## config.mk

```make
export PLATFORM = sky130hd
export DESIGN_NAME = game_ctrl_fsm_flat
export DESIGN_NICKNAME = d
export VERILOG_FILES = /design/src/rtl/game_ctrl_fsm_if.sv /design/src/rtl/game_ctrl_fsm.sv /design/src/flat_wrapper.sv
export SDC_FILE = /design/constraint.sdc
export NUM_CORES = 1
export LEC_CHECK = 0
export CORE_ASPECT_RATIO = 1.75
export CORE_UTILIZATION = 40
export CTS_BUF_LIST = sky130_fd_sc_hd__clkbuf_4 sky130_fd_sc_hd__clkbuf_8 sky130_fd_sc_hd__clkbuf_16
export DETAILED_ROUTE_END_ITERATION = 6
export SLEW_MARGIN = 15
export SYNTH_ARGS = -nofsm -noshare
export SYNTH_HDL_FRONTEND = slang
export SYNTH_SLANG_ARGS = --single-unit
export TNS_END_PERCENT = 20
```

## constraint.sdc

```tcl
create_clock -name clka -period 2.19 [get_ports clka]
set_clock_uncertainty 0.1 [all_clocks]
set_input_delay 0.438 -clock clka [delete_from_list [all_inputs] [get_ports clka]]
set_output_delay 0.438 -clock clka [all_outputs]
set_load 0.02 [all_outputs]
```

## src/rtl/game_ctrl_fsm_if.sv

```systemverilog
// Handshake bundle between the user/debounce side (master) and the game controller (slave).
interface game_ctrl_fsm_if #(
    parameter int GEN_W = 9
);
    logic             inp;
    logic             run;
    logic             step;
    logic             wai;
    logic             lose_sig;
    logic [2:0]       state;
    logic [GEN_W-1:0] count;
    logic             load_data;
    logic             read_data;
    logic             writeout;
    logic             restart;
    logic             win;
    logic             lose;
    logic             iter_done;

    modport master (
        output inp, run, step, wai, lose_sig,
        input  state, count, load_data, read_data, writeout, restart, win, lose, iter_done
    );

    modport slave (
        input  inp, run, step, wai, lose_sig,
        output state, count, load_data, read_data, writeout, restart, win, lose, iter_done
    );
endinterface

```

## src/rtl/game_ctrl_fsm.sv

```systemverilog
// Cellular game array controller: load, restart, read/write-out iterations, pause, win/lose.
// Strobes are registered from the next-state decode so they line up exactly with the state register.
module game_ctrl_fsm #(
    parameter int GEN_W        = 9,
    parameter int CYC_W        = 4,
    parameter int READ_CYCLES  = 4,
    parameter int WRITE_CYCLES = 1,
    parameter int LOAD_CYCLES  = 1,
    parameter int WIN_GENS     = 3
) (
    input logic             clka,
    input logic             rst_n,
    game_ctrl_fsm_if.slave  gc
);

    typedef enum logic [2:0] {
        IDLE     = 3'b000,
        WIN      = 3'b001,
        INPUT    = 3'b010,
        READ     = 3'b011,
        WRITEOUT = 3'b100,
        WAIT     = 3'b101,
        LOSE     = 3'b110,
        RESTART  = 3'b111
    } state_t;

    localparam logic [CYC_W-1:0] RD_LAST  = CYC_W'(READ_CYCLES - 1);
    localparam logic [CYC_W-1:0] WR_LAST  = CYC_W'(WRITE_CYCLES - 1);
    localparam logic [CYC_W-1:0] LD_LAST  = CYC_W'(LOAD_CYCLES - 1);
    localparam logic [GEN_W-1:0] WIN_CNT  = GEN_W'(WIN_GENS);

    state_t           st, st_nxt;
    logic [CYC_W-1:0] cyc, cyc_nxt;
    logic [GEN_W-1:0] cnt, cnt_nxt;
    logic             load_q, read_q, wr_q, rst_q, win_q, lose_q, iter_q;

    function automatic logic [GEN_W-1:0] sat_inc(input logic [GEN_W-1:0] v);
        return (&v) ? v : v + 1'b1;
    endfunction

    always_comb begin
        st_nxt  = st;
        cnt_nxt = cnt;
        case (st)
            IDLE: begin
                if (gc.inp)                    st_nxt = RESTART;
                else if (gc.run || gc.step) begin
                    if (gc.lose_sig)           st_nxt = LOSE;
                    else if (cnt == WIN_CNT)   st_nxt = WIN;
                    else if (gc.wai)           st_nxt = WAIT;
                    else                       st_nxt = READ;
                end
            end
            READ: begin
                if (gc.inp)                    st_nxt = RESTART;
                else if (cyc == RD_LAST)       st_nxt = WRITEOUT;
            end
            WRITEOUT: begin
                if (cyc == WR_LAST) begin
                    st_nxt  = IDLE;
                    cnt_nxt = sat_inc(cnt);
                end
            end
            WAIT: begin
                if (gc.lose_sig)               st_nxt = LOSE;
                else if (gc.inp)               st_nxt = RESTART;
                else if (!gc.wai)              st_nxt = IDLE;
            end
            WIN, LOSE: begin
                if (gc.inp)                    st_nxt = RESTART;
            end
            RESTART: begin
                st_nxt  = INPUT;
                cnt_nxt = '0;
            end
            INPUT: begin
                if (cyc == LD_LAST)            st_nxt = IDLE;
            end
            default:                           st_nxt = IDLE;
        endcase
        cyc_nxt = (st_nxt != st) ? '0 : cyc + 1'b1;
    end

    always_ff @(posedge clka) begin
        if (!rst_n) begin
            st     <= IDLE;
            cyc    <= '0;
            cnt    <= '0;
            load_q <= 1'b0;
            read_q <= 1'b0;
            wr_q   <= 1'b0;
            rst_q  <= 1'b0;
            win_q  <= 1'b0;
            lose_q <= 1'b0;
            iter_q <= 1'b0;
        end else begin
            st     <= st_nxt;
            cyc    <= cyc_nxt;
            cnt    <= cnt_nxt;
            load_q <= (st_nxt == INPUT);
            read_q <= (st_nxt == READ);
            wr_q   <= (st_nxt == WRITEOUT);
            rst_q  <= (st_nxt == RESTART);
            win_q  <= (st_nxt == WIN);
            lose_q <= (st_nxt == LOSE);
            iter_q <= (st_nxt == WRITEOUT) && (cyc_nxt == WR_LAST);
        end
    end

    assign gc.state     = st;
    assign gc.count     = cnt;
    assign gc.load_data = load_q;
    assign gc.read_data = read_q;
    assign gc.writeout  = wr_q;
    assign gc.restart   = rst_q;
    assign gc.win       = win_q;
    assign gc.lose      = lose_q;
    assign gc.iter_done = iter_q;

endmodule
```

## src/flat_wrapper.sv

```systemverilog
// flat-port wrapper written by rule: the top's interface ports become plain ports
module game_ctrl_fsm_flat 
#(
    parameter int GEN_W        = 9,
    parameter int CYC_W        = 4,
    parameter int READ_CYCLES  = 4,
    parameter int WRITE_CYCLES = 1,
    parameter int LOAD_CYCLES  = 1,
    parameter int WIN_GENS     = 3
)
  (clka, rst_n, gc_inp, gc_run, gc_step, gc_wai, gc_lose_sig, gc_state, gc_count, gc_load_data, gc_read_data, gc_writeout, gc_restart, gc_win, gc_lose, gc_iter_done);
  game_ctrl_fsm_if #(.GEN_W(GEN_W)) gc_i ();
  input logic clka;
  input logic rst_n;
  input wire logic [$bits(gc_i.inp)-1:0] gc_inp;
  input wire logic [$bits(gc_i.run)-1:0] gc_run;
  input wire logic [$bits(gc_i.step)-1:0] gc_step;
  input wire logic [$bits(gc_i.wai)-1:0] gc_wai;
  input wire logic [$bits(gc_i.lose_sig)-1:0] gc_lose_sig;
  output wire logic [$bits(gc_i.state)-1:0] gc_state;
  output wire logic [$bits(gc_i.count)-1:0] gc_count;
  output wire logic [$bits(gc_i.load_data)-1:0] gc_load_data;
  output wire logic [$bits(gc_i.read_data)-1:0] gc_read_data;
  output wire logic [$bits(gc_i.writeout)-1:0] gc_writeout;
  output wire logic [$bits(gc_i.restart)-1:0] gc_restart;
  output wire logic [$bits(gc_i.win)-1:0] gc_win;
  output wire logic [$bits(gc_i.lose)-1:0] gc_lose;
  output wire logic [$bits(gc_i.iter_done)-1:0] gc_iter_done;
  assign gc_i.inp = gc_inp;
  assign gc_i.run = gc_run;
  assign gc_i.step = gc_step;
  assign gc_i.wai = gc_wai;
  assign gc_i.lose_sig = gc_lose_sig;
  assign gc_state = gc_i.state;
  assign gc_count = gc_i.count;
  assign gc_load_data = gc_i.load_data;
  assign gc_read_data = gc_i.read_data;
  assign gc_writeout = gc_i.writeout;
  assign gc_restart = gc_i.restart;
  assign gc_win = gc_i.win;
  assign gc_lose = gc_i.lose;
  assign gc_iter_done = gc_i.iter_done;
  game_ctrl_fsm #(.GEN_W(GEN_W), .CYC_W(CYC_W), .READ_CYCLES(READ_CYCLES), .WRITE_CYCLES(WRITE_CYCLES), .LOAD_CYCLES(LOAD_CYCLES), .WIN_GENS(WIN_GENS)) u_core (.clka(clka), .rst_n(rst_n), .gc(gc_i));
endmodule
```

* Yosys cells after proc, flatten, opt, wreduce, memory -nomap -nowiden *
Cells that the tools add are included.

word-level totals
  flip-flop bits (word level) = 23
  output and inout port bits = 19
  bits of input ports = 7

cells by class
  multiplexer cells = 17
  add/subtract/negate cells = 2
  equality and inequality tests = 18
  reduce and logical (&&, ||, !) cells = 10

operator list
  cell                 count
  $mux 3               12
  $eq 3x3->1 const B   7
  $mux 9               2
  $pmux 3 s6           1
  $pmux 9 s2           1
  $eq 3x2->1 const B   4
  $add 9x1->9 const B  1
  $eq 9x2->1 const B   1
  $reduce_and 9->1     1
  $logic_not 4->1      2
  $eq 3x1->1 const B   2
  $add 4x1->4 const B  1
  $eq 4x2->1 const B   1
  $mux 4               1
  $reduce_or 2->1      2
  $logic_not 3->1      1
  $ne 3x3->1           1
  $reduce_and 3->1     1
  $ne 2x1->1 const B   1
  $ne 2x2->1 const B   1
  $reduce_bool 2->1    1
  $logic_and 1x1->1    1
  $logic_or 1x1->1     1

* Longest topological paths before layout *
  depth in word-level cells = 10
  mapped depth = 8

* Worst setup path before layout *
OpenSTA, ideal clock, no wires.

  kind = register to register
  start = reg u_core.cnt[0], in the netlist u_core.gc.count[0]
  end = reg u_core.iter_q, in the netlist u_core.gc.iter_done
  stages on the path, launching flop included = 7
  slack = 0.014 ns
  period minus slack after synthesis = 2.176 ns
  buffers on the path = 0
  arrival = 1.954 ns
  cells stage by stage = dfxtp_1 ha_1 nor4b_1 nand2_1 a31o_1 a221o_1 o311a_1

between the ends
  word-level cells in the longest chain between the ends = 10
  elaborated cells between the ends (all ways) = 11
  those cells by class = 3 x eq/ne; 6 x mux; 2 x reduce/logical

RTL lines
  item                    RTL line              text
  start, declared         game_ctrl_fsm.sv:34   logic [GEN_W-1:0] cnt, cnt_nxt;
  start signal, assigned  game_ctrl_fsm.sv:99   cnt <= cnt_nxt;
  $eq 9x2->1 *            game_ctrl_fsm.sv:49   else if (cnt == WIN_CNT) st_nxt = WIN;
  $mux 3 *                game_ctrl_fsm.sv:49
  $mux 3 *                game_ctrl_fsm.sv:48   if (gc.lose_sig) st_nxt = LOSE;
  $mux 3 *                game_ctrl_fsm.sv:47   else if (gc.run || gc.step) begin
  $mux 3 *                game_ctrl_fsm.sv:46   if (gc.inp) st_nxt = RESTART;
  $pmux 3 s6 *            game_ctrl_fsm.sv:44   case (st)
  $ne 3x3->1              game_ctrl_fsm.sv:81   cyc_nxt = (st_nxt != st) ? '0 : cyc + 1'b1;
  $mux 4                  game_ctrl_fsm.sv:81
  $logic_not 4->1         game_ctrl_fsm.sv:106  iter_q <= (st_nxt == WRITEOUT) && (cyc_nxt == WR_LAST);
  $logic_and 1x1->1 *     game_ctrl_fsm.sv:106
  end signal, assigned    game_ctrl_fsm.sv:106
  end, declared           game_ctrl_fsm.sv:35   logic load_q, read_q, wr_q, rst_q, win_q, lose_q, iter_q;

Mark *: on every way between the ends. The rest lies on a longest branch, timed or not.
A chain may end at the register's enable or synchronous reset.

* Worst setup path in the final report *
Ends and elaborated chain as after synthesis.

==> metrics.cfg <==
[critical_path]
ff2ff_setup_slack_ps=90
worst-setup-path-type=reg2reg
crit_fanout=4
crit_required_ps=2250
worst_ep_arrival_time_ps=2160
end_kind=flop
critPathLaunchType=flop

[grt]
grt_pass1_wl_mm=6.01
track_usage=0.229
grt_antenna_before_repair=0
grt_pass1_vias=1344
overflow=0
grt_max_degree=18

[sta]
period_minus_slack_ps=2100
worst_pin_slew_ps=343
fin_crit_sh=0.958
slew_headroom=0.771
whs_ps=389
hold_viol=0
grt_setup_unrepaired=no
setup_viol=0
max_freq_mhz=477
final_max_slew_viol_count=0

[clocking]
postCtsHoldBufs=0
htreeDepth=1
cts.sinks=23
cts_setup_buffers=0
clockBufferDepth=2
root_buffer=clkbuf_8
numCtsBuffers=3
path_clk_slew_ps=80
clock_latency_ps=270
cts_tree=built

[pwr]
vdd_drop_max_mv=0.910
powerDensity_mw_per_mm2=1220
power.leakage_nw=0.773

[min_path]
hold_path_class=reg2reg

[detailed_routing]
via_per_inst=5.51
dr.pass1.iters=4
postRouteAntennaNets=0
drt_iter0_drc=41
drt_wl_total_mm=3.67
routedWlPerCell_um=14.7
vias=1378
drc_errors=0

[synth]
synth_top_area_frac=0.359
yosys-top-cells-count=dfxtp_1, nand2_1, nor2_1
yosysTopAreaCell=dfxtp_1
synthFlopType=dfxtp_1
syn_inst=155
synth_most_common_cell=dfxtp_1
synth-edff-count=0
synth-async-reset-ratio=0
synthTopCellsByArea=dfxtp_1, xor2_1, ha_1, a21oi_1, nand2_1
synth_fp_nets=166
syn_avg_cell_area_sq_um=8.28
yosysSeqAreaShare=0.359
ys_seq_elements=23
synth_area_sq_mm=0.00128
ys.warnings.count=0
ys_types=43

[floorplanning]
die-area_sq_mm=0.00345
die_x_um=44.8
initial_core_util=0.429
coreArea_sq_mm=0.00299
num_io_pins=26
die_y_um=76.9
rows=26

[finish]
fin_util=0.618
nNetsFinal=220
drive_gt1_frac=0.216
area_growth_pct=44.1
fillerInstances=295
insertedDiodeCount=0

[place]
routabilityCongestion=0.845
portBuffers=25
dpl.hpwl_mm=2.75

[run_status]
status=finished clean

[run]
cap_violations=0

-- per-layer routing --
metal	routed length, um	up-vias	GRT usage
met2	2150	43	0.440
met5	0	-	0
met3	110	6	0.0259
met1	1350	661	0.229
li1	-	668	-
met4	61	0	0.0939
-- critical path, stage by stage (launching register included) --
cell and delay, ps:
dfxtp_1 350, ha_2 220, nor4b_2 220, nand2_1 140, a31o_1 260, a221o_1 340, o311a_1 360
-- final cells by class --
type                    count  area, sq um  area share
flip-flops and latches     23          462       0.250
multi-input cells         117          779       0.422
inverters                   9         33.8      0.0183
repair buffers             55          475       0.257
well taps                  42         52.6      0.0284
clock inverters             1         5.00     0.00271
clock buffers               3         41.3      0.0223
-- cells in the final DEF, fill, tap and decap left out, types with 4 or more instances in the layout --
| master | instances |
|---|---|
| buf_4 | 28 |
| clkdlybuf4s50_1 | 24 |
| dfxtp_1 | 22 |
| nand2_1 | 12 |
| nor2_1 | 11 |
| inv_1 | 9 |
| a21oi_1 | 9 |
| nand3_1 | 8 |
| xor2_1 | 8 |
| nor3_1 | 7 |
| and3_1 | 6 |
| o21ai_0 | 4 |
| a31oi_1 | 4 |
-- registers in the layout (all words and copies together), names as in the netlist --
register / count
u_core.gc.writeout: 1
u_core.gc.count: 9
u_core.cyc: 4
u_core.gc.iter_done: 1
u_core.gc.restart: 1
u_core.gc.state: 3
u_core.gc.read_data: 1
u_core.gc.load_data: 1
u_core.gc.lose: 1
u_core.gc.win: 1
-- where the power goes --
part	total [mW]	internal, mW	switching (mW)
logic	1.37	0.648	0.726
registers	0.605	0.512	0.0932
clock network	0.276	0.127	0.149
total	2.25	1.29	0.968
-- per-stage QoR --
stage | instances | setup slack, ps | area, sq um | TNS (ps) | total power [mW]
after global placement | 245 | -258 | 1770 | -1730 | 1.88
after global routing | 250 | 9.45 | 1850 | 0 | 2.41
final | 250 | 91.5 | 1850 | 0 | 2.25
after detailed placement | 245 | -322 | 1770 | -2680 | 1.90
after CTS | 249 | 2.94 | 1820 | 0 | 2.17
after floorplan | 155 | 14.4 | 1280 | 0 | 1.36
-- kinds of logic after synthesis --
family	count (synthesis)	share of synthesized area
DFF	23	0.359
and+or+nand+nor	65	0.273
AOI/OAI and AO/OA	39	0.216
xor gates and xnor gates	9	0.0614
buffers and inverters	15	0.0517
adders and majority gates	4	0.0390
-- timing repair --
item,4_1_cts,5_1_grt
pin swaps,0,0
gates cloned,0,1
endpoints found under the setup margin,2,15
gates resized for setup,2,7
-- path summary, 6_finish.rpt --
check | to | cells after the start | start
worst min register to register | u_core.cyc[0] | 1 | u_core.cyc[0]
worst max-delay path | u_core.gc.iter_done | 6 | u_core.gc.count[0]
worst min-delay path | u_core.cyc[0] | 1 | u_core.cyc[0]
worst max register to register | u_core.gc.iter_done | 6 | u_core.gc.count[0]
Power figures use the tool's default switching activity.
